File: config.mk
export PLATFORM = sky130hd
export DESIGN_NAME = pulse_gen
export DESIGN_NICKNAME = d
export VERILOG_FILES = /design/src/rtl/pulse_pkg.sv /design/src/rtl/pulse_gen.sv
export SDC_FILE = /design/constraint.sdc
export NUM_CORES = 1
export LEC_CHECK = 0
export ABC_AREA = 1
export CAP_MARGIN = 20
export CORE_AREA = 3 3 154 156
export CTS_BUF_LIST = sky130_fd_sc_hd__clkbuf_8
export DETAILED_ROUTE_END_ITERATION = 8
export DIE_AREA = 0 0 157 159
export GPL_TIMING_DRIVEN = 0
export PLACE_DENSITY = 0.87
export SYNTH_ARGS = -nofsm -noshare
export SYNTH_HDL_FRONTEND = slang
export SYNTH_SLANG_ARGS = --single-unit
File: constraint.sdc
create_clock -name io_clk -period 5.7 [get_ports io_clk]
set_input_delay 1.425 -clock io_clk [delete_from_list [all_inputs] [get_ports io_clk]]
set_output_delay 1.425 -clock io_clk [all_outputs]
set_load 0.02 [all_outputs]
File: src/rtl/pulse_pkg.sv
// Shared definitions for the pulse transmitter.
//   RAM_WIDTH_DEF : default width of count fields and internal counters
//   state_t       : burst state encoding (idle / active phase / inactive phase)
package pulse_pkg;

  localparam int RAM_WIDTH_DEF = 32;

  typedef enum logic [1:0] {
    ST_IDLE     = 2'd0,
    ST_ACTIVE   = 2'd1,
    ST_INACTIVE = 2'd2
  } state_t;

endpackage

File: src/rtl/pulse_gen.sv
// Programmable pulse/PWM burst transmitter.
//
// state    | meaning
// ---------+--------------------------------------------------------------
// IDLE     | line at io_defaultLevel, waiting for io_start
// ACTIVE   | line at ~latched level for max(high,1) clocks
// INACTIVE | line at latched level for max(low,1) clocks, then count pulse
//
// Ports:
//   io_clk          : clock, rising edge
//   io_rst          : asynchronous active-high reset
//   io_start        : start a burst (acted on only in IDLE)
//   io_stop         : abort a burst; wins over io_start in IDLE
//   io_highCnt      : active phase length in clocks (0 treated as 1)
//   io_lowCnt       : inactive phase length in clocks (0 treated as 1)
//   io_pulseNum     : pulses per burst, 0 = continuous until stopped
//   io_defaultLevel : idle/inactive line level
//   io_pulse_out    : registered pulse line
//   io_busy         : burst in progress
//   io_done         : one-cycle strobe on normal burst completion
module pulse_gen
  import pulse_pkg::*;
#(
  parameter int _RAM_WIDTH = RAM_WIDTH_DEF
) (
  input  logic                  io_clk,
  input  logic                  io_rst,
  input  logic                  io_start,
  input  logic                  io_stop,
  input  logic [_RAM_WIDTH-1:0] io_highCnt,
  input  logic [_RAM_WIDTH-1:0] io_lowCnt,
  input  logic [_RAM_WIDTH-1:0] io_pulseNum,
  input  logic                  io_defaultLevel,
  output logic                  io_pulse_out,
  output logic                  io_busy,
  output logic                  io_done
);

  typedef logic [_RAM_WIDTH-1:0] cnt_t;

  state_t state_q, state_d;
  cnt_t   phase_cnt_q, phase_cnt_d;
  cnt_t   pulse_cnt_q, pulse_cnt_d;
  cnt_t   high_q, high_d;
  cnt_t   low_q, low_d;
  cnt_t   num_q, num_d;
  logic   level_q, level_d;
  logic   pulse_out_q, pulse_out_d;
  logic   busy_q, busy_d;
  logic   done_q, done_d;

  // Phase reload value: max(len,1)-1, so a zero length still lasts one clock.
  function automatic cnt_t len_m1(input cnt_t len);
    return (len == '0) ? '0 : len - cnt_t'(1);
  endfunction

  always_comb begin
    state_d     = state_q;
    phase_cnt_d = phase_cnt_q;
    pulse_cnt_d = pulse_cnt_q;
    high_d      = high_q;
    low_d       = low_q;
    num_d       = num_q;
    level_d     = level_q;
    pulse_out_d = pulse_out_q;
    busy_d      = busy_q;
    done_d      = 1'b0;

    case (state_q)
      ST_IDLE: begin
        pulse_out_d = io_defaultLevel;
        busy_d      = 1'b0;
        if (io_start && !io_stop) begin
          high_d      = io_highCnt;
          low_d       = io_lowCnt;
          num_d       = io_pulseNum;
          level_d     = io_defaultLevel;
          phase_cnt_d = len_m1(io_highCnt);
          pulse_cnt_d = '0;
          pulse_out_d = ~io_defaultLevel;
          busy_d      = 1'b1;
          state_d     = ST_ACTIVE;
        end
      end

      ST_ACTIVE: begin
        if (io_stop) begin
          pulse_out_d = level_q;
          busy_d      = 1'b0;
          state_d     = ST_IDLE;
        end else if (phase_cnt_q == '0) begin
          phase_cnt_d = len_m1(low_q);
          pulse_out_d = level_q;
          state_d     = ST_INACTIVE;
        end else begin
          phase_cnt_d = phase_cnt_q - cnt_t'(1);
        end
      end

      ST_INACTIVE: begin
        if (io_stop) begin
          pulse_out_d = level_q;
          busy_d      = 1'b0;
          state_d     = ST_IDLE;
        end else if (phase_cnt_q == '0) begin
          // In continuous mode the pulse counter simply wraps.
          pulse_cnt_d = pulse_cnt_q + cnt_t'(1);
          if ((num_q != '0) && (pulse_cnt_d == num_q)) begin
            busy_d  = 1'b0;
            done_d  = 1'b1;
            state_d = ST_IDLE;
          end else begin
            phase_cnt_d = len_m1(high_q);
            pulse_out_d = ~level_q;
            state_d     = ST_ACTIVE;
          end
        end else begin
          phase_cnt_d = phase_cnt_q - cnt_t'(1);
        end
      end

      default: begin
        pulse_out_d = io_defaultLevel;
        busy_d      = 1'b0;
        state_d     = ST_IDLE;
      end
    endcase
  end

  always_ff @(posedge io_clk or posedge io_rst) begin
    if (io_rst) begin
      state_q     <= ST_IDLE;
      phase_cnt_q <= '0;
      pulse_cnt_q <= '0;
      high_q      <= '0;
      low_q       <= '0;
      num_q       <= '0;
      level_q     <= 1'b0;
      pulse_out_q <= 1'b0;
      busy_q      <= 1'b0;
      done_q      <= 1'b0;
    end else begin
      state_q     <= state_d;
      phase_cnt_q <= phase_cnt_d;
      pulse_cnt_q <= pulse_cnt_d;
      high_q      <= high_d;
      low_q       <= low_d;
      num_q       <= num_d;
      level_q     <= level_d;
      pulse_out_q <= pulse_out_d;
      busy_q      <= busy_d;
      done_q      <= done_d;
    end
  end

  assign io_pulse_out = pulse_out_q;
  assign io_busy      = busy_q;
  assign io_done      = done_q;

endmodule

; ---- Word level (Yosys, flattened, before mapping)
; Cells that the tools add are included.
[totals]
register_bits = 166
input_bits = 101
out_inout_bits = 3
word_cells = 85
[classes]
n_addsub = 5
n_eq_ne = 13
n_mux = 38
bitwise_logic = 2
n_reduce_logical = 17
[op_table]
columns = operator, n
row1 = two-way mux 32 bit, 12
row2 = zero test 32 bit, 4
row3 = subtractor 32 x 1 -> 32 bit (second input constant), 4
row4 = case mux 32 bit (3 select lines), 1
row5 = case mux 32 bit (2 select lines), 1
row6 = adder 32 x 1 -> 32 bit (second input constant), 1
row7 = equality test 32 bit, 1
row8 = nonzero test 32 bit, 1
row9 = two-way mux 1 bit, 16
row10 = != test 3 bit (second input constant), 5
row11 = two-way mux 2 bit, 5
row12 = != test 2 bit (second input constant), 5
row13 = AND reduction 3 bit, 3
row14 = case mux 1 bit (3 select lines), 2
row15 = case mux 2 bit (3 select lines), 1
row16 = AND reduction 5 bit, 1
row17 = AND reduction 4 bit, 1
row18 = nonzero test 3 bit, 1
row19 = equality test 2 x 1 -> 1 bit (second input constant), 1
row20 = equality test 2 bit (second input constant), 1
row21 = logical AND 1 bit, 2
row22 = zero test 2 bit, 1
row23 = NOT 1 bit, 2
row24 = AND reduction 2 bit, 1
row25 = other kinds (2), 2

; ---- Depth between registers and ports, before layout
; Gate-level depths: netlist (run 1).
[depth]
word_depth = 7
mapped_depth = 18
ltp_nobuf = 18

; ---- Worst setup path before layout (run 1)
; Ideal clock, no wire load.
[synth_timing]
path_type = input-to-reg
from = in io_highCnt[0]
to = reg phase_cnt_q[30]
setup_ns = 0.117
arrival_time_ns = 3.113
required_time_ns = 5.583
path_slack_ns = 2.470
stages = 16
path_buffers = 0
path_cell_list = inv_1 ha_1 nand3_1 nor2_1 nand2_1 nor2_1 nand2_1 nor2_1 nand2_1 nor2_1 nand2_1 xnor2_1 nand2_1 nand2_1 nand3_1 nand2_1
[synth_via]
elab_chain_len = 4
word_cells_on_any_way = 5
classes_between = 1 x add/sub / 3 x mux / 1 x reduce/logical
[synth_rtl]
columns = element, line_no
row1 = start: declaration, pulse_gen.sv:30  ; input logic [_RAM_WIDTH-1:0] io_highCnt,
row2 = subtractor 32 x 1 -> 32 bit / zero test 32 bit (equally long branches), pulse_gen.sv:54  ; return (len == '0) ? '0 : len - cnt_t'(1);
row3 = two-way mux 32 bit *, pulse_gen.sv:54
row4 = two-way mux 32 bit *, pulse_gen.sv:73  ; if (io_start && !io_stop) begin
row5 = case mux 32 bit (3 select lines) *, pulse_gen.sv:69  ; case (state_q)
row6 = end signal: assignment, pulse_gen.sv:144  ; phase_cnt_q <= phase_cnt_d;
row7 = end: declaration, pulse_gen.sv:42  ; cnt_t phase_cnt_q, phase_cnt_d;
; Every way passes the cells marked *; elsewhere a longest branch is shown, timed or not. The select of a mux whose other input is x is not followed.
; A chain may end at the register's enable or synchronous reset.

; ---- Worst setup path after layout (run 1)
[layout_timing]
from = in io_stop
to = reg high_q[14]
[layout_via]
elab_chain_len = 3
[layout_rtl]
columns = element, line_no
row1 = start: declaration, pulse_gen.sv:29  ; input logic io_stop,
row2 = zero test 1 bit, pulse_gen.sv:73
row3 = logical AND 1 bit, pulse_gen.sv:73
row4 = AND reduction 2 bit (no line), --
row5 = end signal: assignment, pulse_gen.sv:146  ; high_q <= high_d;
row6 = end: declaration, pulse_gen.sv:44  ; cnt_t high_q, high_d;
; Every way passes these cells.

==> impl_results.md, run 1 <==
* Startpoint types: input port
* Combined area of all synthesized cells at roughly 0.012 mm2
* Main combinational cell family by area after synthesis: simple AND/OR/NAND/NOR gates
* Capturing point of the worst reg2reg path: phase_cnt_q[9]
* Peak supply drop at roughly 0.24 mV
* Count of filler cells inserted in the layout at 2136
* Final min period at roughly 3.9 ns
* Core area at approximately 0.023 mm2
* Horizontal die dimension at 157 um
* Final net count at 2225
* Buffer type at the clock tree root: clkbuf_8
* Footprint of the multi-input gates at ~0.0072 mm2
* Count of hold-fix buffers inserted at cts at 0
* Classification of the worst-slack hold path: register to register
* Number of warnings reported in the yosys synthesis log at 0
* Standard-cell row count at 55
* Half-perimeter wire length after placement at between 30 and 40 mm
* Ant diodes at 0
* Clock power frac at 0.141
* Synthesized flop and latch total at about 170
* Net switching share of the total power at 0.520
* CTS tree: yes
* Aggregate global-route resource usage at 0.340
* Number of resized instances in the post-cts repair step at 0
* Routability congestion estimate at 1.03
* Sequential power share at 0.331
* Relative max-transition margin at 0.322
* Buffer depth of the longest clock path at 2
* Initial antenna violation count at 0
* Number of H-tree levels at 4
* Mux cell area share after synthesis at 0
* Proportion of layout cells with a drive suffix above 1 at 0.0348
* Final-layout setup total negative slack at 0 ns
* Final-report max-slew violation count at 0
* Leakage component of the power at around 6.6 nW
* Number of design-rule violations left by the first detailed-router iteration at approximately 1400
* Final worst-path cycle share at 0.689
* Number of distinct standard cells referenced by the synthesized netlist at 36
* Worst-skew pair later-pin latency at around 0.50 ns
* Maximum clock frequency at 0.254 GHz
* Power per Cell Area at roughly 450 mW/mm2
* Xor/xnor share of the synthesized area at 0.0501
* Setup repair after global routing missed its margin: no
* Library cell with the largest summed area after synthesis: dfrtp_1
* Reported max-cap violation count at 0
* Setup-violating endpoint count in the final report at 0
* Data required time of the worst path at just over 6 ns
* Proportion of netlist area held by the largest area contributor at 0.336
* Final instance count without filler cells at 2412
* Remaining DRCs at 0
* Endpoint class of the critical path: register
* Placed Cells at between 2000 and 2500
* Reg clk slew, reported paths at about 0.10 ns
* Sw Pwr at 3.32 mW
* Share of synthesized cell area in and, or, nand and nor gates at 0.408
* Setup slack on the worst flop-to-flop path at between 2 and 2.5 ns
* Internal power component at roughly 3 mW
* Adder and majority cell fraction of the synthesized area at 0.0101
* Number of buffer cells added on primary ports at between 100 and 150
* Worst Path Max Fanout at 10
* Worst reg2reg path depth at 13
* Post-Synthesis Net Count at between 2000 and 2500
* Worst hold slack at 0.519 ns
* Area Overhead vs Synth at 15.2%
* Starting Density at 0.549
* Setup skew after layout at ~0.016 ns
* Final ANT Viol Nets at 0
* Post-Route WL at ~43 mm
* Sequential Area at 0.00415 mm2
* Syn_area_per_cell at around 6.2 um2
* Number of buffers added for setup after CTS at 0
* Portion of total power attributed to combinational logic at 0.529
* Vias at about 14000
* Die boundary height at 159 um
* Critical Path End: high_q[14]
* Total iterations of the first detailed-routing run at 8
* Synth top area cells: dfrtp_1 34%, nand2_1 21%, nor2_1 7.9%
* Reg2Reg Launch Point: phase_cnt_q[8]
* First-pass GRT wire length at ~67 mm
* Number of sinks driven by the clock tree at 166
* Die area at between 0.02 and 0.025 mm2
* Run status: finished clean
* Signal arrival time at the worst endpoint at roughly 4.4 ns
* Leftover overflow at the end of global routing at 0
* Number of vias per cell at 5.71
* Class of the most critical setup path: input port to register
* Share of the synthesized area in compound gates (AO/OA/AOI/OAI) at 0.114
* Per-cell routed wire length at approximately 18 um
* Number of clock buffers inserted by TritonCTS at 17
* Final number of hold-violating endpoints at 0
* Start point of the critical path: io_stop
* Synth Instances at about 2000
* Maximum number of pins on one net before global-route repair at 40
* Transition at the pin with the smallest max-transition slack at roughly 1 ns
* Number of top-level design ports at 104
* Portion of the post-synthesis area used by sequential elements at 0.336
* Number of global-route vias before repair at ~13000
-- cell families (layout without fill, tap and decap cells) --
group | Yosys count | in the layout
xor gates and xnor gates | 69 | 69
adders and majority gates | 10 | 10
DFF | 166 | 166
buffers and inverters | 260 | 400
AOI/OAI and AO/OA | 264 | 264
and+or+nand+nor | 1218 | 1218
-- worst max-delay path: stages --
cell and delay, ns:
clkdlybuf4s50_1 0.57, inv_1 0.11, nand2_1 0.12, nor2_1 0.47
clkbuf_1 0.82, clkbuf_1 0.64, nand2_1 0.11, nand2_1 0.10
-- per-layer routing --
metal  vias up  routed length, um  GRT usage
met5         -                  0          0
met4         0               2240      0.161
met3       133               3310     0.0525
met2       695              19800      0.556
met1      6318              17400      0.439
li1       6634                  -          -
-- power by group through the flow --
stage / Combinational [mW] / Clock (mW) / Sequential (mW)
after floorplan: 2.30 / 0 / 1.97
after global placement: 3.22 / 0 / 2.11
after detailed placement: 3.29 / 0 / 2.10
after CTS: 3.30 / 0.904 / 2.09
after global routing: 3.76 / 0.952 / 2.16
final: 3.38 / 0.900 / 2.11
-- worst min-delay path by stage --
| stage | start | end | slack, ns | depth (start not counted) |
|---|---|---|---|---|
| after detailed placement | level_q | level_q | 0.49 | 2 |
| after CTS | level_q | level_q | 0.52 | 2 |
| final | phase_cnt_q[1] | phase_cnt_q[1] | 0.52 | 2 |
| after floorplan | level_q | level_q | 0.46 | 2 |
| after global placement | level_q | level_q | 0.48 | 2 |
| after global routing | level_q | level_q | 0.55 | 2 |
-- synthesized netlist by cell type --
| library cell | number |
|---|---|
| nand2_1 | 697 |
| nor2_1 | 260 |
| inv_1 | 201 |
| o21ai_0 | 184 |
| dfrtp_1 | 166 |
| nand3_1 | 166 |
| clkbuf_1 | 47 |
| xor2_1 | 45 |
| nand4_1 | 28 |
| nor3_1 | 28 |
| o22ai_1 | 28 |
| a21oi_1 | 26 |
| xnor2_1 | 23 |
| ha_1 | 10 |
| o211ai_1 | 8 |
| nor2_2 | 7 |
| nor2_4 | 7 |
| nor4_1 | 7 |
| buf_2 | 6 |
| o21ai_1 | 6 |
| or2_2 | 6 |
| nand2_2 | 5 |
| a31oi_1 | 4 |
| nand3b_1 | 4 |
| buf_6 | 3 |
| o21bai_1 | 3 |
| clkinv_1 | 2 |
| o31ai_1 | 2 |
| a2111oi_1 | 1 |
| a22o_1 | 1 |
| and2_1 | 1 |
| inv_2 | 1 |
| nand4_4 | 1 |
| nor3b_1 | 1 |
| o41ai_1 | 1 |
| xnor3_1 | 1 |
-- cell type report --
cell class | count | area share
inverters | 204 | 0.0541
well taps | 285 | 0.0251
multi-input cells | 1561 | 0.505
repair buffers | 108 | 0.0785
plain buffers | 56 | 0.0169
clock inverters | 14 | 0.0107
flip-flops and latches | 166 | 0.292
clock buffers | 18 | 0.0174
-- cell usage in the layout (no fill, tap or decap), types with 2 or more instances in the layout --
cell / Yosys / layout
or2_2: 6 / 6
nor2_2: 7 / 7
a31oi_1: 4 / 4
o21bai_1: 3 / 3
nand2_2: 5 / 5
clkbuf_8: 0 / 18
nand3b_1: 4 / 4
o31ai_1: 2 / 2
o21ai_0: 184 / 184
clkinv_8: 0 / 2
nand3_1: 166 / 166
dfrtp_1: 166 / 166
buf_6: 3 / 3
ha_1: 10 / 10
buf_12: 0 / 4
o21ai_1: 6 / 6
clkinvlp_4: 0 / 2
a21oi_1: 26 / 26
o22ai_1: 28 / 28
nand2_1: 697 / 697
inv_1: 201 / 200
inv_8: 0 / 5
o211ai_1: 8 / 8
clkinv_1: 2 / 2
clkdlybuf4s50_1: 0 / 103
nor2_1: 260 / 260
inv_6: 0 / 4
nor3_1: 28 / 28
buf_2: 6 / 7
nor2_4: 7 / 7
clkbuf_1: 47 / 47
xnor2_1: 23 / 23
nor4_1: 7 / 7
nand4_1: 28 / 28
xor2_1: 45 / 45
-- registers in the layout, summed over array words and instances (netlist names) --
register / cells
level_q: 1
high_q: 32
phase_cnt_q: 32
state_q: 2
io_busy: 1
pulse_cnt_q: 32
io_done: 1
low_q: 32
io_pulse_out: 1
num_q: 32
-- through the flow --
step / total power, mW / setup slack (ns) / cell area (um2) / util
after floorplan: 4.27 / 2.16 / 12400 / -
after global placement: 5.32 / 0.748 / 13700 / 0.611
after detailed placement: 5.39 / 1.33 / 13800 / 0.614
after CTS: 6.30 / 1.85 / 14200 / 0.632
after global routing: 6.87 / 1.61 / 14200 / 0.632
final: 6.39 / 1.77 / 14200 / 0.632
Note: power is estimated with default switching activity, not from simulation.
==> inputs of run 2 (changes only) <==
==> constraint.sdc (replaced) <==
create_clock -name io_clk -period 3.5 [get_ports io_clk]
set_input_delay 0.875 -clock io_clk [delete_from_list [all_inputs] [get_ports io_clk]]
set_output_delay 0.875 -clock io_clk [all_outputs]
set_load 0.02 [all_outputs]
==> impl_results.md, run 2 (same netlist as run 1, synthesis figures left out) <==
* Run status: finished clean
* Final number of hold-violating endpoints at 0 (unchanged)
* Placed Cells at 2380 (unchanged)
* Horizontal die dimension at 157 um (unchanged)
* Maximum clock frequency at between 0.2 and 0.3 GHz
* Leftover overflow at the end of global routing at 0 (unchanged)
* Endpoint class of the critical path: register
* Startpoint types: input port
* Aggregate global-route resource usage at 0.340 (unchanged)
* Number of design-rule violations left by the first detailed-router iteration at 1272 (-5.8%)
* Per-cell routed wire length at 17.7 um (about the same)
* Worst-skew pair later-pin latency at 0.50 ns (about the same)
* Half-perimeter wire length after placement at 34.1 mm (unchanged)
* Classification of the worst-slack hold path: register to register
* Number of vias per cell at 5.70 (-0.15%)
* Setup-violating endpoint count in the final report at 0 (unchanged)
* Number of global-route vias before repair at 12769 (unchanged)
* Die boundary height at 159 um (unchanged)
* Post-Route WL at 42.8 mm (about the same)
* Proportion of layout cells with a drive suffix above 1 at 0.0357 (+0.000940)
* Final worst-path cycle share at 0.972
* Setup repair after global routing missed its margin: no
* Core area at 0.0225 mm2 (unchanged)
* Total iterations of the first detailed-routing run at 7 (-1)
* Initial antenna violation count at 0 (unchanged)
* Starting Density at 0.549 (unchanged)
* Reg clk slew, reported paths at 0.11 ns (about the same)
* Relative max-transition margin at 0.317 (-0.00511)
* Number of sinks driven by the clock tree at 166 (unchanged)
* Count of filler cells inserted in the layout at 2135 (-0.047%)
* Setup slack on the worst flop-to-flop path at 0.15 ns (-1.92 ns)
* Reported max-cap violation count at 0 (unchanged)
* Final core area utilization at 0.632 (about the same)
* Number of buffer cells added on primary ports at 103 (unchanged)
* Leakage component of the power at 6.60 nW (about the same)
* Power per Cell Area at 731 mW/mm2 (+63%)
* Routability congestion estimate at 1.03 (unchanged)
* Sequential Area at 0.00415 mm2 (unchanged)
* Setup skew after layout at 0.0171 ns (+0.00135 ns)
* Most frequent cells in the layout: 697 x nand2_1, 258 x nor2_1, 200 x inv_1
* Die area at 0.0250 mm2 (unchanged)
* Leading cell type in the layout, fill and taps excluded: nand2_1
* Number of H-tree levels at 4 (unchanged)
* Area Overhead vs Synth at 15.2% (about the same)
* Vias at 13760 (-0.15%)
* Final min period at ~3.4 ns
* Worst Path Max Fanout at 10 (unchanged)
* Class of the most critical setup path: input port to register
* Transition at the pin with the smallest max-transition slack at 1.03 ns (+0.00766 ns)
* Maximum number of pins on one net before global-route repair at 40 (unchanged)
* Ant diodes at 0 (unchanged)
* Buffer depth of the longest clock path at 2 (unchanged)
* Standard-cell row count at 55 (unchanged)
* Final instance count without filler cells at 2412 (unchanged)
* Final-report max-slew violation count at 0 (unchanged)
* Data required time of the worst path at 3.93 ns (-2.21 ns)
* Peak supply drop at 0.397 mV (+63%)
* Count of hold-fix buffers inserted at cts at 0 (unchanged)
* CTS tree: yes
* Buffer type at the clock tree root: clkbuf_8
* Number of top-level design ports at 104 (unchanged)
* Footprint of the multi-input gates at 0.00719 mm2 (about the same)
* Remaining DRCs at 0 (unchanged)
* Signal arrival time at the worst endpoint at 3.83 ns (-0.54 ns)
* Final net count at 2225 (unchanged)
* Number of clock buffers inserted by TritonCTS at 17 (unchanged)
* First-pass GRT wire length at 66.7 mm (unchanged)
* Final ANT Viol Nets at 0 (unchanged)
==> run 2: cell counts in the layout (fill, tap and decap cells not counted) <==
Identical to the previous run, type by type.
==> run 2: timing repair <==
item                       in CTS  in global routing
gates resized for setup         0                  2
buffers inserted                0                  0
setup endpoints to repair       0                  5
==> run 2: path summary, 6_finish.rpt <==
path / endpoint / startpoint / cells after the start
min in group asynchronous: num_q[4] / io_rst / 2
max in group asynchronous: high_q[10] / io_rst / 6
hold / removal: phase_cnt_q[1] / phase_cnt_q[1] / 2
setup reg to reg: phase_cnt_q[9] / phase_cnt_q[8] / 13
setup / recovery: high_q[12] / io_stop / 8
hold reg to reg: phase_cnt_q[1] / phase_cnt_q[1] / 2
==> run 2: layout make-up <==
cell class                      count  area share
Buffer                             56      0.0169
Sequential cell                   166       0.292
Timing Repair Buffer              108      0.0784
Multi-Input combinational cell   1561       0.505
Tap cell                          285      0.0251
Inverter                          204      0.0541
Clock buffer                       18      0.0174
Clock inverter                     14      0.0107
==> run 2: where the power goes <==
| part | internal (mW) | switching (mW) |
|---|---|---|
| Clock | 0.562 | 0.905 |
| Sequential | 2.65 | 0.783 |
| Combinational | 1.77 | 3.72 |
| Total | 4.99 | 5.41 |
==> run 2: through the flow <==
step	setup WS (ns)	total power [mW]	instance area, um2	setup TNS [ns]	hold WS, ns
after floorplan	0.512	6.95	12400	0	0.459
after global placement	-0.902	8.67	13700	-158.44	0.477
after detailed placement	-0.322	8.78	13800	-10.87	0.493
after CTS	0.0274	10.3	14200	0	0.518
after global routing	0.0266	11.2	14200	0	0.552
final	0.0983	10.4	14200	0	0.520
==> run 2: routing by layer <==
layer	wire length (um)	share of wire	track usage	up-vias
met5	0	0	0	-
met4	2250	0.053	0.161	0
met3	3430	0.080	0.0525	144
met2	19900	0.46	0.556	698
met1	17200	0.40	0.439	6283
li1	-	-	-	6635
==> run 2: critical path, cell delays in order <==
cell and delay, ns:
clkdlybuf4s50_1 0.56, inv_1 0.10, nand2_1 0.12, nor2_1 0.50, clkbuf_1 0.83, clkbuf_1 0.63, nand2_1 0.10, nand2_1 0.10
